### src/rtl/chip8_ram_arbiter.sv
// Two-requester arbiter for the single port of the 4096x8 chip8 RAM (req/ack handshake).
// Define CHIP8_ARB_RR_EN for round-robin arbitration; otherwise requester A has fixed priority.
module chip8_ram_arbiter (
  input  logic        CLOCK_50,
  input  logic        reset,
  input  logic        a_req,
  input  logic        a_we,
  input  logic [11:0] a_addr,
  input  logic [7:0]  a_wdata,
  output logic        a_ack,
  output logic [7:0]  a_rdata,
  input  logic        b_req,
  input  logic        b_we,
  input  logic [11:0] b_addr,
  input  logic [7:0]  b_wdata,
  output logic        b_ack,
  output logic [7:0]  b_rdata,
  output logic [11:0] ram_address,
  output logic [7:0]  ram_data,
  output logic        ram_wren,
  input  logic [7:0]  ram_q
);

  localparam int ADDR_W = 12;
  localparam int DATA_W = 8;

  typedef enum logic [1:0] {IDLE, ACK_A, ACK_B} state_t;

  state_t              state_p0, state_nxt;
  logic                grant_a, grant_b;
  logic [ADDR_W-1:0]   addr_hold_p0;
  logic [DATA_W-1:0]   data_hold_p0;

`ifdef CHIP8_ARB_RR_EN
  logic                last_b_p0;

  always_ff @(posedge CLOCK_50 or posedge reset) begin
    if (reset)
      last_b_p0 <= 1'b1;
    else if (grant_a || grant_b)
      last_b_p0 <= grant_b;
  end
`endif

  // Grants only happen in IDLE; reset gates them so the RAM bus shows its reset values at once.
  always_comb begin
    state_nxt = state_p0;
    grant_a   = 1'b0;
    grant_b   = 1'b0;
    case (state_p0)
      IDLE: begin
        if (!reset) begin
`ifdef CHIP8_ARB_RR_EN
          grant_a = a_req && (!b_req || last_b_p0);
`else
          grant_a = a_req;
`endif
          grant_b = b_req && !grant_a;
        end
        if (grant_a)
          state_nxt = ACK_A;
        else if (grant_b)
          state_nxt = ACK_B;
      end
      ACK_A:   state_nxt = IDLE;
      ACK_B:   state_nxt = IDLE;
      default: state_nxt = IDLE;
    endcase
  end

  always_comb begin
    ram_wren    = 1'b0;
    ram_address = addr_hold_p0;
    ram_data    = data_hold_p0;
    if (grant_a) begin
      ram_wren    = a_we;
      ram_address = a_addr;
      ram_data    = a_wdata;
    end else if (grant_b) begin
      ram_wren    = b_we;
      ram_address = b_addr;
      ram_data    = b_wdata;
    end
  end

  assign a_ack   = (state_p0 == ACK_A);
  assign b_ack   = (state_p0 == ACK_B);
  assign a_rdata = a_ack ? ram_q : '0;
  assign b_rdata = b_ack ? ram_q : '0;

  // Stage p0: state plus the last driven address/data, held while no grant is active.
  always_ff @(posedge CLOCK_50 or posedge reset) begin
    if (reset) begin
      state_p0     <= IDLE;
      addr_hold_p0 <= '0;
      data_hold_p0 <= '0;
    end else begin
      state_p0 <= state_nxt;
      if (grant_a || grant_b) begin
        addr_hold_p0 <= ram_address;
        data_hold_p0 <= ram_data;
      end
    end
  end

endmodule

### config.mk
export PLATFORM = sky130hd
export DESIGN_NAME = chip8_ram_arbiter
export DESIGN_NICKNAME = d
export VERILOG_FILES = /design/src/rtl/chip8_ram_arbiter.sv
export SDC_FILE = /design/constraint.sdc
export NUM_CORES = 1
export LEC_CHECK = 0
export BUFFER_PORTS_ARGS = -buffer_cell sky130_fd_sc_hd__buf_2
export CELL_PAD_IN_SITES_DETAIL_PLACEMENT = 1
export CELL_PAD_IN_SITES_GLOBAL_PLACEMENT = 1
export CORE_MARGIN = 2
export CORE_UTILIZATION = 29
export CTS_CLUSTER_DIAMETER = 30
export CTS_CLUSTER_SIZE = 20
export DETAILED_ROUTE_END_ITERATION = 12
export PLACE_DENSITY = 0.77
export SETUP_SLACK_MARGIN = 0.2
export SLEW_MARGIN = 10
export SYNTH_ARGS = -nofsm -noshare
export SYNTH_HDL_FRONTEND = slang
export SYNTH_SLANG_ARGS = --single-unit
### constraint.sdc
create_clock -name CLOCK_50 -period 2.3 [get_ports CLOCK_50]
set_clock_uncertainty 0.05 [all_clocks]
set_input_delay 0.69 -clock CLOCK_50 [delete_from_list [all_inputs] [get_ports CLOCK_50]]
set_output_delay 0.69 -clock CLOCK_50 [all_outputs]
set_load 0.005 [all_outputs]
* Yosys cells after proc, flatten, opt, wreduce, memory -nomap -nowiden *
Cells that the tools add are included.

operators by class
  equal/unequal tests = 3
  multiplexer cells = 17
  reduce and logical (&&, ||, !) cells = 4

operator list
  operator                                       count
  2-to-1 mux 8 bit                               4
  2-to-1 mux 12 bit                              2
  2-to-1 mux 1 bit                               8
  2-to-1 mux 2 bit                               3
  != test 3 bit, second input constant           1
  == test 2 x 1 -> 1 bit, second input constant  1
  == test 2 bit, second input constant           1
  logical NOT 2 bit                              1
  logical AND 1 bit                              1
  logical NOT 1 bit                              1
  logical OR 1 bit                               1

storage, ports and cells
  register bits = 22
  input bits = 54
  output and inout bits = 39
  logic and storage cells = 27

* Longest topological paths before layout *
  depth in word-level cells = 7
  gate-level depth with buffers = 4
  gate-level depth less buffers = 3

* Least setup slack after synthesis *
OpenSTA, ideal clock, no wires.

  path type = input port to output port
  start = in reset
  end = out ram_data[2]
  arrival time = 1.543 ns
  data required time = 1.560 ns
  slack = 0.017 ns
  stages on the path = 4
  buffers on the path = 1
  path through = or4b_1 buf_6 o22ai_1 a21oi_1

between the ends
  longest elaborated chain between the ends = 5
  elaborated cells between the ends (all ways) = 8
  classes of those cells = mux: 8

RTL lines
  item                           RTL line  RTL
  from (decl)                    5         input logic reset,
  2-to-1 mux 1 bit               52        if (!reset) begin
  2-to-1 mux 1 bit (2 in a row)  50        case (state_p0)
  2-to-1 mux 8 bit               79        end else if (grant_b) begin
  2-to-1 mux 8 bit *             75        if (grant_a) begin
  to (decl)                      19        output logic [7:0] ram_data,

Mark *: on every way between the ends. The rest lies on a longest branch, timed or not. The select of a mux whose other input is x is not followed.

* Worst setup path in the final report *
  start = in reset
  end = out ram_data[5]

The elaborated chain is that of the path after synthesis.

==> metrics.log <==
[metrics] required time worst endpoint: 1.56 ns
[metrics] Setup WS pre-CTS: -0.291 ns
[metrics] Critical path buffers and inverters: 3
[metrics] ratio of routed vias to standard cells: 5.09
[metrics] antenna-violating nets left: 0
[metrics] detailed-route wire length: 5.69 mm
[metrics] Finished Core Util: 0.556
[metrics] clock transition at the register clock pins on the worst setup and hold paths after CTS: 0.08 ns
[metrics] Max VDD drop: 334 uV
[metrics] placeable core area: 0.00472 mm2
[metrics] HPWL after detailed placement: 4.03 mm
[metrics] Hold Crit Class: input pin to asynchronous set/reset pin
[metrics] Finished Layout Cells: 329
[metrics] ordered list of cells on the worst path: buf_8, or4b_4, buf_12, o22ai_2, a21oi_2, buf_2
[metrics] TritonCTS clock tree: built
[metrics] clk_lat worst skew: 0.26 ns
[metrics] number of max-cap violations: 0
[metrics] area delta synth->final: 83.8%
[metrics] slew at the pin closest to its max-slew limit: 0.493 ns
[metrics] Root Buffer: clkbuf_8
[metrics] total global routing overflow: 0
[metrics] ratio of final minimum period to clock period: 1.10
[metrics] Vias: 1676
[metrics] worst path setup slack after routing: -0.234 ns
[metrics] Setup Viol. Count Final: 21
[metrics] Design Power: 1.43 mW
[metrics] number of synthesis warnings: 0
[metrics] setup TNS: -3.75 ns
[metrics] post-detailed-route DRC marker count: 0
[metrics] post-synthesis instance area: 0.00143 mm2
[metrics] worst rel slew slack: 0.671
[metrics] Seq cells post-synth: 22
[metrics] post-synthesis area per instance: 9.65 um2
[metrics] final hold violations: 0
[metrics] Total Routing Usage GR: 0.201
[metrics] Crit Path Class: input pin to output port
[metrics] number of buffers added to fix hold violations after cts: 0
[metrics] leading cell types in the layout, fill and taps excluded: 90 x buf_2, 26 x and2_1, 26 x buf_4
[metrics] Startpoint Class: input pin
[metrics] area of the die: 0.00550 mm2
[metrics] ratio of cells with drive above 1 in the final layout: 0.710
[metrics] status: finished, violations left
[metrics] leakage power of the design: 1.17 nW
[metrics] violated checks: setup timing
[metrics] slowest stage cell, crit path: or4b_4
[metrics] total count of max-transition violations in the final report: 0
[metrics] number of placed instances, taps included: 318
[metrics] filler instances: 537
[metrics] total nets after synthesis: 202
[metrics] number of buffers added by the clock tree synthesis step: 3
[metrics] crit path DAT: 1.79 ns
[metrics] clock buffer depth: 2
[metrics] Detailed Route Iter0 Violations: 40
[metrics] final weighted congestion of routability-driven global placement: 0.734
[metrics] number of global-route vias before repair: 1740
[metrics] Final Critical Period: 2.53 ns
[metrics] first drt pass iteration count: 4
[metrics] average detailed-routed wire length per instance: 17.3 um
[metrics] proportion of synthesized chip area in sequential cells: 0.385
[metrics] IO Port Bufs: 92
[metrics] count of mapped cells out of synthesis: 148
[metrics] wire length of the first global-routing pass: 8.50 mm
[metrics] number of distinct library cells after synthesis: 21
[metrics] floorplan die width: 74.2 um
[metrics] unrepaired setup endpoints after global routing: yes
[metrics] Clock H-tree levels: 1
[metrics] antenna violations before repair: 0
[metrics] Worst setup EP type: output port
[metrics] highest cell delay on the worst timing path: 0.49 ns
[metrics] upper clock frequency limit: 395 MHz
[metrics] pin count of the biggest net entering global routing: 24
[metrics] multi-input combinational cell area: 0.00117 mm2
[metrics] starting density of the core: 0.303
[metrics] Sinks on Clock Net: 22
[metrics] power density over the cells: 544 mW/mm2
[metrics] most common library cell in the layout ignoring fill and taps: buf_2
[metrics] Die Y-Extent: 74.2 um
[metrics] combined flip-flop and latch cell area: 552 um2
[metrics] # diodes: 0
[metrics] cell type group with the largest total delay on the critical path: simple AND/OR/NAND/NOR gates
[metrics] maximum fanout along the worst path: 10
[metrics] number of nets at the end of the flow: 317
[metrics] standard-cell row count: 25
[metrics] count of pins on the block boundary: 93
==> registers in the layout, indices dropped and copies added (netlist names) <==
signal	cells
data_hold_p0	8
addr_hold_p0	12
state_p0	2
==> through the flow <==
stage	cell area (um2)	hold WS, ns
6_report	2630	0.407
4_1_cts	2510	0.419
2_1_floorplan	1670	0.431
3_5_place_dp	2340	0.453
3_3_place_gp	2340	0.448
5_1_grt	2630	0.449
==> path summary, 6_finish.rpt <==
path,depth (start not counted),end,slack (ns),from
max,6,ram_data[5],-0.23,reset
min,2,addr_hold_p0[8],0.41,reset
max reg2reg,6,data_hold_p0[2],0.54,state_p0[0]
min reg2reg,1,addr_hold_p0[6],0.47,addr_hold_p0[6]
max in group asynchronous,3,data_hold_p0[0],1.31,reset
min in group CLOCK_50,1,addr_hold_p0[6],0.47,addr_hold_p0[6]
==> timing repair <==
action / CTS / global route
buffers inserted: 2 / 1
endpoints found under the hold margin: 0 / 0
endpoints found under the setup margin: 38 / 30
cloned: 2 / 2
resized for setup: 17 / 20
pin swaps: 4 / 3
==> metal layers <==
layer,track usage,part of all wire
met1,0.244,0.39
met2,0.369,0.52
met3,0.0407,0.079
met4,0.0364,0.013
met5,0,0
==> cell families after synthesis <==
| group | count (synthesis) | synth area share |
|---|---|---|
| and+or+nand+nor | 36 | 0.161 |
| buffers and inverters | 19 | 0.0639 |
| AOI/OAI and AO/OA | 71 | 0.390 |
| DFF | 22 | 0.385 |
==> final cells by class <==
type	count	area share
Clock buffer	4	0.0210
Sequential cell	22	0.210
Timing Repair Buffer	123	0.287
Multi-Input combinational cell	110	0.445
Tap cell	67	0.0319
Inverter	3	0.00429
==> power by group <==
group / switching (mW) / internal (mW)
registers: 0.0834 / 0.454
logic: 0.271 / 0.349
clock network: 0.119 / 0.152
==> Yosys cell counts, drive strengths merged <==
library cell  count  area share
o21ai             1      0.0035
or3               1      0.0044
clkbuf            9       0.024
a22oi             1      0.0053
nor3              1      0.0035
and2             27        0.12
and2b             2       0.011
buf               7       0.032
o22ai            18        0.14
a21oi            19       0.067
nand2             1      0.0026
inv               3      0.0079
a31oi            10       0.044
o2bb2ai          22        0.13
nand3             1      0.0035
dfrtp            22        0.39
or4b              2       0.014
nor2b             1      0.0044
(Power assumes the default switching activity.)
